--- config.mk ---
export PLATFORM = sky130hd
export DESIGN_NAME = multicycle_main_decoder_flat
export DESIGN_NICKNAME = d
export VERILOG_FILES = /design/src/rtl/multicycle_main_decoder_pkg.sv /design/src/rtl/multicycle_main_decoder_if.sv /design/src/rtl/multicycle_main_decoder_wait_timer.sv /design/src/rtl/multicycle_main_decoder.sv /design/src/flat_wrapper.sv
export SDC_FILE = /design/constraint.sdc
export NUM_CORES = 1
export LEC_CHECK = 0
export CELL_PAD_IN_SITES_DETAIL_PLACEMENT = 1
export CELL_PAD_IN_SITES_GLOBAL_PLACEMENT = 1
export CORE_UTILIZATION = 31
export CTS_CLUSTER_DIAMETER = 200
export DETAILED_ROUTE_END_ITERATION = 7
export HOLD_SLACK_MARGIN = 0.03
export PLACE_DENSITY = 0.9
export SYNTH_ARGS = -nofsm -noshare
export SYNTH_HDL_FRONTEND = slang
export SYNTH_SLANG_ARGS = --single-unit
--- constraint.sdc ---
create_clock -name clk -period 3.5 [get_ports clk]
set_input_delay 0.7 -clock clk [delete_from_list [all_inputs] [get_ports clk]]
set_output_delay 0.7 -clock clk [all_outputs]
set_load 0.02 [all_outputs]
--- src/rtl/multicycle_main_decoder_pkg.sv ---
// Shared types and encodings for the multicycle main decoder.
// The POST_INDEX_EN macro adds the WBBASE state (post-indexed base writeback).
package controller_pkg;

    // Controller states; WBBASE exists only when post-indexing is built in
    typedef enum logic [3:0] {
        FETCH,
        DECODE,
        MEMADR,
        MEMRD,
        MEMWR,
        MEMWB,
`ifdef POST_INDEX_EN
        WBBASE,
`endif
        EXECR,
        EXECI,
        ALUWB,
        BRANCH
    } state_t;

    // Instruction class, instr[27:26]
    localparam logic [1:0] OP_DP  = 2'b00;
    localparam logic [1:0] OP_MEM = 2'b01;
    localparam logic [1:0] OP_BR  = 2'b10;

    // ALU operand A select
    localparam logic [1:0] SRCA_REG = 2'b00;
    localparam logic [1:0] SRCA_PC  = 2'b01;

    // ALU operand B select
    localparam logic [1:0] SRCB_REG  = 2'b00;
    localparam logic [1:0] SRCB_IMM  = 2'b01;
    localparam logic [1:0] SRCB_FOUR = 2'b10;

    // Result bus select
    localparam logic [1:0] RES_ALUOUT = 2'b00;
    localparam logic [1:0] RES_RDATA  = 2'b01;
    localparam logic [1:0] RES_ALU    = 2'b10;

    // Immediate extender format
    localparam logic [1:0] IMM_DP  = 2'b00;
    localparam logic [1:0] IMM_MEM = 2'b01;
    localparam logic [1:0] IMM_BR  = 2'b10;

    // One cycle's worth of datapath controls
    typedef struct packed {
        logic       mem_req;
        logic       mem_w;
        logic       ir_w;
        logic       pc_w;
        logic       branch;
        logic       reg_w;
        logic       base_w;
        logic       adr_src;
        logic [1:0] alu_src_a;
        logic [1:0] alu_src_b;
        logic [1:0] result_src;
        logic [1:0] imm_src;
        logic       alu_op;
        logic       post_idx;
        logic       bus_err;
        logic       illegal;
    } ctrl_t;

    // States that hold a memory request open and may stall on mem_ready
    function automatic logic waits_on_bus(state_t s);
        return (s == FETCH) || (s == MEMRD) || (s == MEMWR);
    endfunction

    // Memory offset operand: funct[5] is I-bar, so 1 selects a register offset
    function automatic logic [1:0] offset_src_b(logic not_imm);
        return not_imm ? SRCB_REG : SRCB_IMM;
    endfunction

endpackage

--- src/rtl/multicycle_main_decoder_if.sv ---
// Memory request/ready handshake between the main decoder and the memory.
interface multicycle_main_decoder_if;
    logic mem_req;
    logic mem_w;
    logic mem_ready;

    // Decoder side: issues requests, sees completion
    modport master (output mem_req, output mem_w, input mem_ready);
    // Memory side: sees requests, signals completion
    modport slave  (input mem_req, input mem_w, output mem_ready);
endinterface

--- src/rtl/multicycle_main_decoder_wait_timer.sv ---
// Memory wait-state counter with timeout detection.
// expired is high in the wait cycle where the count reaches MEM_TIMEOUT-1;
// MEM_TIMEOUT = 0 disables it.
module wait_timer #(
    parameter int MEM_TIMEOUT = 16,
    parameter int CNT_W       = $clog2(MEM_TIMEOUT + 1)
) (
    input  logic clk,
    input  logic reset,
    input  logic clr,
    input  logic en,
    output logic expired
);
    // A zero-width counter is illegal, so keep at least one bit
    localparam int CW = (CNT_W > 0) ? CNT_W : 1;
    localparam logic [CW-1:0] LAST = (MEM_TIMEOUT > 0) ? CW'(MEM_TIMEOUT - 1) : '0;

    logic [CW-1:0] cnt;

    assign expired = (MEM_TIMEOUT != 0) && en && (cnt == LAST);

    // Count consecutive wait cycles; restart on completion, state change or abort
    always_ff @(posedge clk or negedge reset) begin
        if (!reset) begin
            cnt <= '0;
        end else if (clr || !en || expired) begin
            cnt <= '0;
        end else begin
            cnt <= cnt + CW'(1);
        end
    end

endmodule

--- src/rtl/multicycle_main_decoder.sv ---
// Main control FSM of the multicycle ARM core: sequences fetch, decode,
// execute, memory and writeback, with a memory wait/timeout handshake.
// Define POST_INDEX_EN to decode post-indexed accesses and add WBBASE.
module multicycle_main_decoder
    import controller_pkg::*;
#(
    parameter int MEM_TIMEOUT = 16,
    parameter int CNT_W       = $clog2(MEM_TIMEOUT + 1)
) (
    input  logic                             clk,
    input  logic                             reset,
    input  logic [1:0]                       op,
    input  logic [5:0]                       funct,
    multicycle_main_decoder_if.master        bus,
    output logic                             ir_w,
    output logic                             pc_w,
    output logic                             branch,
    output logic                             reg_w,
    output logic                             base_w,
    output logic                             adr_src,
    output logic [1:0]                       alu_src_a,
    output logic [1:0]                       alu_src_b,
    output logic [1:0]                       result_src,
    output logic [1:0]                       imm_src,
    output logic                             alu_op,
    output logic                             post_idx,
    output logic                             bus_err,
    output logic                             illegal
);

    state_t state;
    state_t state_next;
    ctrl_t  ctrl;
    ctrl_t  ctrl_o;
    logic   expired;
    logic   timer_en;
    logic   timer_clr;

`ifdef POST_INDEX_EN
    // Post-index flag captured in MEMADR, held through memory and writeback
    logic   post_idx_q;
`endif

    // funct[3:1] (and funct[4] without post-indexing) carry no control meaning here
    logic unused_funct;
    assign unused_funct = ^funct[4:1];

    assign timer_en  = waits_on_bus(state) && !bus.mem_ready;
    assign timer_clr = (state_next != state);

    wait_timer #(
        .MEM_TIMEOUT (MEM_TIMEOUT),
        .CNT_W       (CNT_W)
    ) u_wait_timer (
        .clk     (clk),
        .reset   (reset),
        .clr     (timer_clr),
        .en      (timer_en),
        .expired (expired)
    );

    // State register and post-index capture
    always_ff @(posedge clk or negedge reset) begin
        // NOTE: non-blocking (<=) for every flop so all of them sample pre-edge values.
        if (!reset) begin
            state      <= FETCH;
`ifdef POST_INDEX_EN
            post_idx_q <= 1'b0;
`endif
        end else begin
            state <= state_next;
`ifdef POST_INDEX_EN
            if (state == MEMADR) begin
                post_idx_q <= ~funct[4];
            end
`endif
        end
    end

    // Next state and per-state controls; only ir_w/pc_w, mem_w and bus_err see mem_ready
    always_comb begin
        // NOTE: defaults first so every path assigns every signal; otherwise latches appear.
        ctrl       = '0;
        state_next = state;
        case (state)
            FETCH: begin
                ctrl.mem_req    = 1'b1;
                ctrl.alu_src_a  = SRCA_PC;
                ctrl.alu_src_b  = SRCB_FOUR;
                ctrl.result_src = RES_ALU;
                if (bus.mem_ready) begin
                    ctrl.ir_w  = 1'b1;
                    ctrl.pc_w  = 1'b1;
                    state_next = DECODE;
                end else if (expired) begin
                    ctrl.bus_err = 1'b1;
                end
            end
            DECODE: begin
                ctrl.alu_src_a  = SRCA_PC;
                ctrl.alu_src_b  = SRCB_FOUR;
                ctrl.result_src = RES_ALU;
                case (op)
                    OP_DP:   state_next = funct[5] ? EXECI : EXECR;
                    OP_MEM:  state_next = MEMADR;
                    OP_BR:   state_next = BRANCH;
                    default: begin
                        ctrl.illegal = 1'b1;
                        state_next   = FETCH;
                    end
                endcase
            end
            MEMADR: begin
                ctrl.alu_src_a = SRCA_REG;
                ctrl.alu_src_b = offset_src_b(funct[5]);
                ctrl.imm_src   = IMM_MEM;
`ifdef POST_INDEX_EN
                ctrl.post_idx  = ~funct[4];
`endif
                state_next     = funct[0] ? MEMRD : MEMWR;
            end
            MEMRD: begin
                ctrl.mem_req = 1'b1;
                ctrl.adr_src = 1'b1;
`ifdef POST_INDEX_EN
                ctrl.post_idx = post_idx_q;
`endif
                if (bus.mem_ready) begin
                    state_next = MEMWB;
                end else if (expired) begin
                    ctrl.bus_err = 1'b1;
                    state_next   = FETCH;
                end
            end
            MEMWR: begin
                ctrl.mem_req = 1'b1;
                ctrl.adr_src = 1'b1;
                ctrl.mem_w   = 1'b1;
`ifdef POST_INDEX_EN
                ctrl.post_idx = post_idx_q;
`endif
                if (bus.mem_ready) begin
`ifdef POST_INDEX_EN
                    state_next = post_idx_q ? WBBASE : FETCH;
`else
                    state_next = FETCH;
`endif
                end else if (expired) begin
                    ctrl.mem_w   = 1'b0;
                    ctrl.bus_err = 1'b1;
                    state_next   = FETCH;
                end
            end
            MEMWB: begin
                ctrl.reg_w      = 1'b1;
                ctrl.result_src = RES_RDATA;
`ifdef POST_INDEX_EN
                ctrl.post_idx   = post_idx_q;
                state_next      = post_idx_q ? WBBASE : FETCH;
`else
                state_next      = FETCH;
`endif
            end
`ifdef POST_INDEX_EN
            WBBASE: begin
                ctrl.reg_w      = 1'b1;
                ctrl.base_w     = 1'b1;
                ctrl.alu_src_a  = SRCA_REG;
                ctrl.alu_src_b  = offset_src_b(funct[5]);
                ctrl.result_src = RES_ALU;
                ctrl.post_idx   = post_idx_q;
                state_next      = FETCH;
            end
`endif
            EXECR: begin
                ctrl.alu_op    = 1'b1;
                ctrl.alu_src_b = SRCB_REG;
                ctrl.imm_src   = IMM_DP;
                state_next     = ALUWB;
            end
            EXECI: begin
                ctrl.alu_op    = 1'b1;
                ctrl.alu_src_b = SRCB_IMM;
                ctrl.imm_src   = IMM_DP;
                state_next     = ALUWB;
            end
            ALUWB: begin
                ctrl.reg_w      = 1'b1;
                ctrl.result_src = RES_ALUOUT;
                state_next      = FETCH;
            end
            BRANCH: begin
                ctrl.branch     = 1'b1;
                ctrl.alu_src_a  = SRCA_PC;
                ctrl.alu_src_b  = SRCB_IMM;
                ctrl.imm_src    = IMM_BR;
                ctrl.result_src = RES_ALU;
                state_next      = FETCH;
            end
            default: begin
                state_next = FETCH;
            end
        endcase
    end

    // Every output is held low while reset is asserted
    assign ctrl_o = reset ? ctrl : '0;

    assign bus.mem_req = ctrl_o.mem_req;
    assign bus.mem_w   = ctrl_o.mem_w;
    assign ir_w        = ctrl_o.ir_w;
    assign pc_w        = ctrl_o.pc_w;
    assign branch      = ctrl_o.branch;
    assign reg_w       = ctrl_o.reg_w;
    assign base_w      = ctrl_o.base_w;
    assign adr_src     = ctrl_o.adr_src;
    assign alu_src_a   = ctrl_o.alu_src_a;
    assign alu_src_b   = ctrl_o.alu_src_b;
    assign result_src  = ctrl_o.result_src;
    assign imm_src     = ctrl_o.imm_src;
    assign alu_op      = ctrl_o.alu_op;
    assign post_idx    = ctrl_o.post_idx;
    assign bus_err     = ctrl_o.bus_err;
    assign illegal     = ctrl_o.illegal;

endmodule

--- src/flat_wrapper.sv ---
// flat-port wrapper written by rule: the top's interface ports become plain ports
module multicycle_main_decoder_flat import controller_pkg::*;
#(
    parameter int MEM_TIMEOUT = 16,
    parameter int CNT_W       = $clog2(MEM_TIMEOUT + 1)
)
  (clk, reset, op, funct, ir_w, pc_w, branch, reg_w, base_w, adr_src, alu_src_a, alu_src_b, result_src, imm_src, alu_op, post_idx, bus_err, illegal, bus_mem_req, bus_mem_w, bus_mem_ready);
  multicycle_main_decoder_if bus_i ();
  input  logic clk;
  input  logic reset;
  input  logic [1:0] op;
  input  logic [5:0] funct;
  output logic ir_w;
  output logic pc_w;
  output logic branch;
  output logic reg_w;
  output logic base_w;
  output logic adr_src;
  output logic [1:0] alu_src_a;
  output logic [1:0] alu_src_b;
  output logic [1:0] result_src;
  output logic [1:0] imm_src;
  output logic alu_op;
  output logic post_idx;
  output logic bus_err;
  output logic illegal;
  output wire logic [$bits(bus_i.mem_req)-1:0] bus_mem_req;
  output wire logic [$bits(bus_i.mem_w)-1:0] bus_mem_w;
  input wire logic [$bits(bus_i.mem_ready)-1:0] bus_mem_ready;
  assign bus_mem_req = bus_i.mem_req;
  assign bus_mem_w = bus_i.mem_w;
  assign bus_i.mem_ready = bus_mem_ready;
  multicycle_main_decoder #(.MEM_TIMEOUT(MEM_TIMEOUT), .CNT_W(CNT_W)) u_core (.clk(clk), .reset(reset), .op(op), .funct(funct), .bus(bus_i), .ir_w(ir_w), .pc_w(pc_w), .branch(branch), .reg_w(reg_w), .base_w(base_w), .adr_src(adr_src), .alu_src_a(alu_src_a), .alu_src_b(alu_src_b), .result_src(result_src), .imm_src(imm_src), .alu_op(alu_op), .post_idx(post_idx), .bus_err(bus_err), .illegal(illegal));
endmodule
Word level (Yosys, flattened, before mapping):

Index checks and enable logic that the tools add are counted.

* register bits: 9
* bits in latches: 0
* bits in writable memories: 0
* ROM bits: 0
* word-level logic and storage cells: 64
* memories kept: 0

* $add $sub $neg: 1
* $mul: 0
* divide/modulo/power cells: 0
* $lt $le $gt $ge: 0
* equal/unequal tests: 13
* shift operators: 0
* mux-type cells: 30
* bitwise logic cells: 0
* reduce and logical (&&, ||, !) cells: 18

Operators by type and width (number)
* $pmux 4 s6: 1
* $mux 20: 1
* $eq 4x3->1 const B: 4
* $mux 1: 16
* $mux 4: 4
* $pmux 4 s3: 1
* $reduce_or 2->1: 5
* $reduce_or 3->1: 3
* $eq 4x2->1 const B: 2
* $eq 4x4->1 const B: 2
* $pmux 2 s2: 2
* $pmux 2 s3: 1
* $add 5x1->5 const B: 1
* $eq 5x4->1 const B: 1
* $mux 5: 1
* $eq 4x1->1 const B: 1
* $logic_not 4->1: 1
* $logic_or 1x1->1: 4
* $mux 2: 2
* $ne 4x4->1: 1
* $mux 3: 1
* $eq 2x1->1 const B: 1
* $eq 2x2->1 const B: 1
* $logic_and 1x1->1: 2
* other kinds (2): 3

Depth between registers and ports, before layout:

Gate-level depths: netlist of the first run.

* depth after elaboration: 12
* depth in mapped cells: 6

Cells and area by module:

Synthesis of the first run repeated with hierarchy kept, for this count alone.

* cell total of the unflattened synthesis: 105
* area, all modules: 848.3 µm²

By module, submodules not included
* multicycle_main_decoder: times used 1, cells each 84, area an instance 605.6 µm², sequential area each 100.1 µm²
* wait_timer: times used 1, cells each 21, area an instance 242.7 µm², sequential area each 125.1 µm²

Worst setup path after synthesis of the first run:

OpenSTA, ideal clock, no wires.

* path kind: flip-flop to output port
* start: reg u_core.u_wait_timer.cnt[0]
* end: out bus_err
* data arrival time: 1.424 ns
* setup slack: 1.376 ns
* stages on the path, launching flop included: 6
* cells stage by stage: dfrtp_1 ha_1 and3_1 ha_1 nand2b_1 nor3_1

* cells in the longest elaborated chain, start to end: 6

Ends and longest elaborated chain
* start, declared: RTL line multicycle_main_decoder_wait_timer.sv:18 `logic [CW-1:0] cnt;`
* start signal, assigned: RTL line multicycle_main_decoder_wait_timer.sv:29 `cnt <= cnt + CW'(1);`
* $eq 5x4->1: RTL line multicycle_main_decoder_wait_timer.sv:20 `assign expired = (MEM_TIMEOUT != 0) && en && (cnt == LAST);`
* $logic_and 1x1->1: RTL line multicycle_main_decoder_wait_timer.sv:20
* $mux 1: RTL line multicycle_main_decoder.sv:95, multicycle_main_decoder.sv:130, multicycle_main_decoder.sv:148
* $mux 1: RTL line multicycle_main_decoder.sv:128 `if (bus.mem_ready) begin`
* $mux 1
* $mux 20: RTL line multicycle_main_decoder.sv:207 `assign ctrl_o = reset ? ctrl : '0;`
* end, declared: RTL line flat_wrapper.sv:25 `output logic bus_err;`

No other way between the ends.

Worst setup path after layout of the first run:

* start: in reset
* end: out ir_w

* cells in the longest elaborated chain, start to end: 1

Ends and longest elaborated chain
* start, declared: RTL line flat_wrapper.sv:10 `input logic reset;`
* $mux 20: RTL line multicycle_main_decoder.sv:207
* end, declared: RTL line flat_wrapper.sv:13 `output logic ir_w;`

No other way between the ends.

==> results of run 1 <==
[registers in the layout, indices dropped and copies added (netlist names)]
name,flops
u_core.state,4
u_core.u_wait_timer.cnt,5
[layout make-up]
class,instances,area share (%)
tap,27,3.58
inverter,3,1.19
sequential,9,23.8
multi-input combinational,69,43.4
clock buffer,4,2.78
timing repair buffer,24,25.2
[synthesized netlist by cell type]
cell | count | area [um^2]
mux2i_1 | 3 | 30.0
nor2b_1 | 3 | 18.8
o211ai_2 | 1 | 12.5
and2_1 | 1 | 6.26
o22ai_1 | 1 | 6.26
and2b_1 | 1 | 7.51
o21ai_2 | 1 | 8.76
ha_1 | 2 | 25.0
buf_6 | 1 | 11.3
xor2_1 | 1 | 8.76
and3_1 | 3 | 18.8
buf_4 | 6 | 45.0
inv_1 | 3 | 11.3
nor3b_1 | 1 | 7.51
conb_1 | 1 | 3.75
dfrtp_1 | 9 | 225
o211ai_1 | 2 | 15.0
or4_4 | 1 | 11.3
buf_2 | 1 | 5.00
nand2b_1 | 3 | 18.8
nor2_1 | 18 | 67.6
nand4_1 | 1 | 6.26
o21bai_1 | 2 | 15.0
nor4_1 | 1 | 6.26
nand2_1 | 5 | 18.8
nor3_1 | 2 | 10.0
xnor2_1 | 1 | 8.76
nand3b_1 | 3 | 22.5
nand3_1 | 3 | 15.0
and3b_1 | 1 | 8.76
a21oi_1 | 3 | 15.0
o21ai_0 | 2 | 10.0
[logic make-up (layout without fill, tap and decap cells)]
logic type | count (synthesis) | after routing | synth area share [%]
DFF | 9 | 9 | 32.1
muxes | 3 | 3 | 4.29
adders and majority gates | 2 | 2 | 3.57
other | 1 | 3 | 0.535
AOI/OAI and AO/OA | 12 | 12 | 11.8
buffers and inverters | 11 | 31 | 10.4
and+or+nand+nor | 47 | 47 | 34.8
xor gates and xnor gates | 2 | 2 | 2.50
[power by group]
part | switching (mW) | total, mW | internal [mW]
registers | 0.0596 | 0.189 | 0.130
clock network | 0.0367 | 0.0806 | 0.0440
logic | 0.181 | 0.335 | 0.154
total | 0.278 | 0.605 | 0.328
[per-layer routing]
metal / track usage [%] / wire length (um) / up-vias
met5: 0 / 0 / -
met1: 17.3 / 778 / 323
met4: 12.9 / 70 / 0
li1: - / - / 332
met2: 31.1 / 954 / 24
met3: 2.78 / 70 / 8
[worst paths after layout]
check,startpoint,endpoint,cells after the start
setup / recovery,reset,ir_w,4
hold / removal,u_core.u_wait_timer.cnt[0],u_core.u_wait_timer.cnt[0],1
setup reg to reg,u_core.u_wait_timer.cnt[0],u_core.state[1],6
hold reg to reg,u_core.u_wait_timer.cnt[0],u_core.u_wait_timer.cnt[0],1
max in group asynchronous,reset,u_core.state[2],2
min in group asynchronous,reset,u_core.state[0],2
[through the flow]
| stage | instances | utilization (%) | total power [mW] | area, um^2 | setup slack (ps) |
|---|---|---|---|---|---|
| floorplan | 89 | - | 0.419 | 708 | 1380 |
| global placement | 132 | 45.0 | 0.513 | 918 | 442 |
| detailed placement | 132 | 45.0 | 0.528 | 918 | 405 |
| CTS | 136 | 46.3 | 0.612 | 945 | 404 |
| global route | 136 | 46.3 | 0.654 | 945 | 330 |
| finish | 136 | 46.3 | 0.605 | 945 | 425 |
[cells in the final DEF (no fill, tap or decap), drive strengths merged]
master,instances
a21oi,3
nand2b,3
and2,1
nand2,5
and3b,1
and2b,1
dfrtp,9
conb,3
nand3b,3
o21ai,3
clkbuf,4
nor4,1
xnor2,1
mux2i,3
and3,3
nor3b,1
xor2,1
nor2,18
buf,1
o21bai,2
nand3,3
or4,1
nor2b,3
nand4,1
o22ai,1
nor3,2
inv,3
ha,2
o211ai,3
clkdlybuf4s50,23
==> results_dict.tcl, run 1 <==
set metrics [dict create \
    fp.dieH_um 49.5 \
    slew_headroom_pct 65.2 \
    drive_gt1_share_pct 6.42 \
    critPathCaptureType "primary output" \
    finalCriticalPeriod_ps 3070 \
    cp_slowest_cell "clkdlybuf4s50_1" \
    setup_viol_count_final 0 \
    grt_max_degree 18 \
    cp.arrival_ps 2370 \
    slew_violations 0 \
    first_pass_iters 2 \
    cts_tree "yes" \
    post_cts_buffers 0 \
    cts_resized 0 \
    critPathMaxStageDelay_ps 660 \
    rows 16 \
    synth_area_um2 701 \
    hold_violations 0 \
    diodes 0 \
    postSynthAreaPerCell_um2 8.05 \
    ctsHoldBuffers 0 \
    crit_buf_inv 2 \
    ys_seq_area_share_pct 32.1 \
    grt_pass1_wl_mm 3.17 \
    die_x_um 49.5 \
    ys_seq_elements 9 \
    wire_per_inst_um 13.8 \
    yosys_warnings 0 \
    path_class "input port to primary output" \
    die-area_um2 2450 \
    ant_nets 0 \
    clk_pin_slew_ps 60 \
    hold_slack_ps 459 \
    synthCells 87 \
    crit_top_cell "clkdlybuf4s50_1" \
    ctsLongestPathBuffers 2 \
    fill_cells 261 \
    drc 0 \
    hp-class "register to register" \
    critPathTopFamily "buffers and inverters" \
    setup_tns_ps 0 \
    skew_ps 9.57 \
    clock_latency_ps 270 \
    worst_slew_pin_slew_ps 522 \
    r2r_setup_slack_ps 1890 \
    portBuffers 23 \
    grtUsageTotal_pct 17.1 \
    p_leak_nw 0.398 \
    cts_buffers 3 \
    ir_drop_mv 0.308 \
    drt_iter0_markers 2 \
    crit_path_start_kind "input port" \
    cts_sinks 9 \
    initial_core_util_pct 34.3 \
    worstPathRequired_ps 2800 \
    cellPowerDensity_nw_per_um2 641 \
    synth_cell_types 32 \
    dpl.hpwl_mm 1.49 \
    drt-total-wl_mm 1.87 \
    gp_congestion 0.790 \
    syn2layout_area_growth_pct 34.8 \
    rsz0062_at_grt "no" \
    root_buffer "clkbuf_4" \
    antenna_found_initial 0 \
    grt_pass1_vias 730 \
    num_vias 687 \
    io_pins 31 \
    worstPathCellList "clkdlybuf4s50_1, nand2_1, nor2_1, clkdlybuf4s50_1" \
    htreeDepth 1 \
    overflow 0 \
    multiInputGateArea_um2 410 \
    max_freq_mhz 325 \
    cap_violations 0 \
    timing.final.crit_share_pct 87.8 \
    finalNetCount 123 \
    ff_latch_area_um2 225 \
    crit_fanout 9 \
    status "complete, no violations" \
    viasPerCell 5.05 \
    core_area_um2 2040 \
]
Power figures use the tool's default switching activity.
==> run 2: changes to the inputs <==
--- a/config.mk
+++ b/config.mk
@@ -15,3 +15,4 @@
 export SYNTH_ARGS = -nofsm -noshare
 export SYNTH_HDL_FRONTEND = slang
 export SYNTH_SLANG_ARGS = --single-unit
+export TNS_END_PERCENT = 30
==> results of run 2 <==
No change in the layout: final DEF, timing and power equal those of run 1.
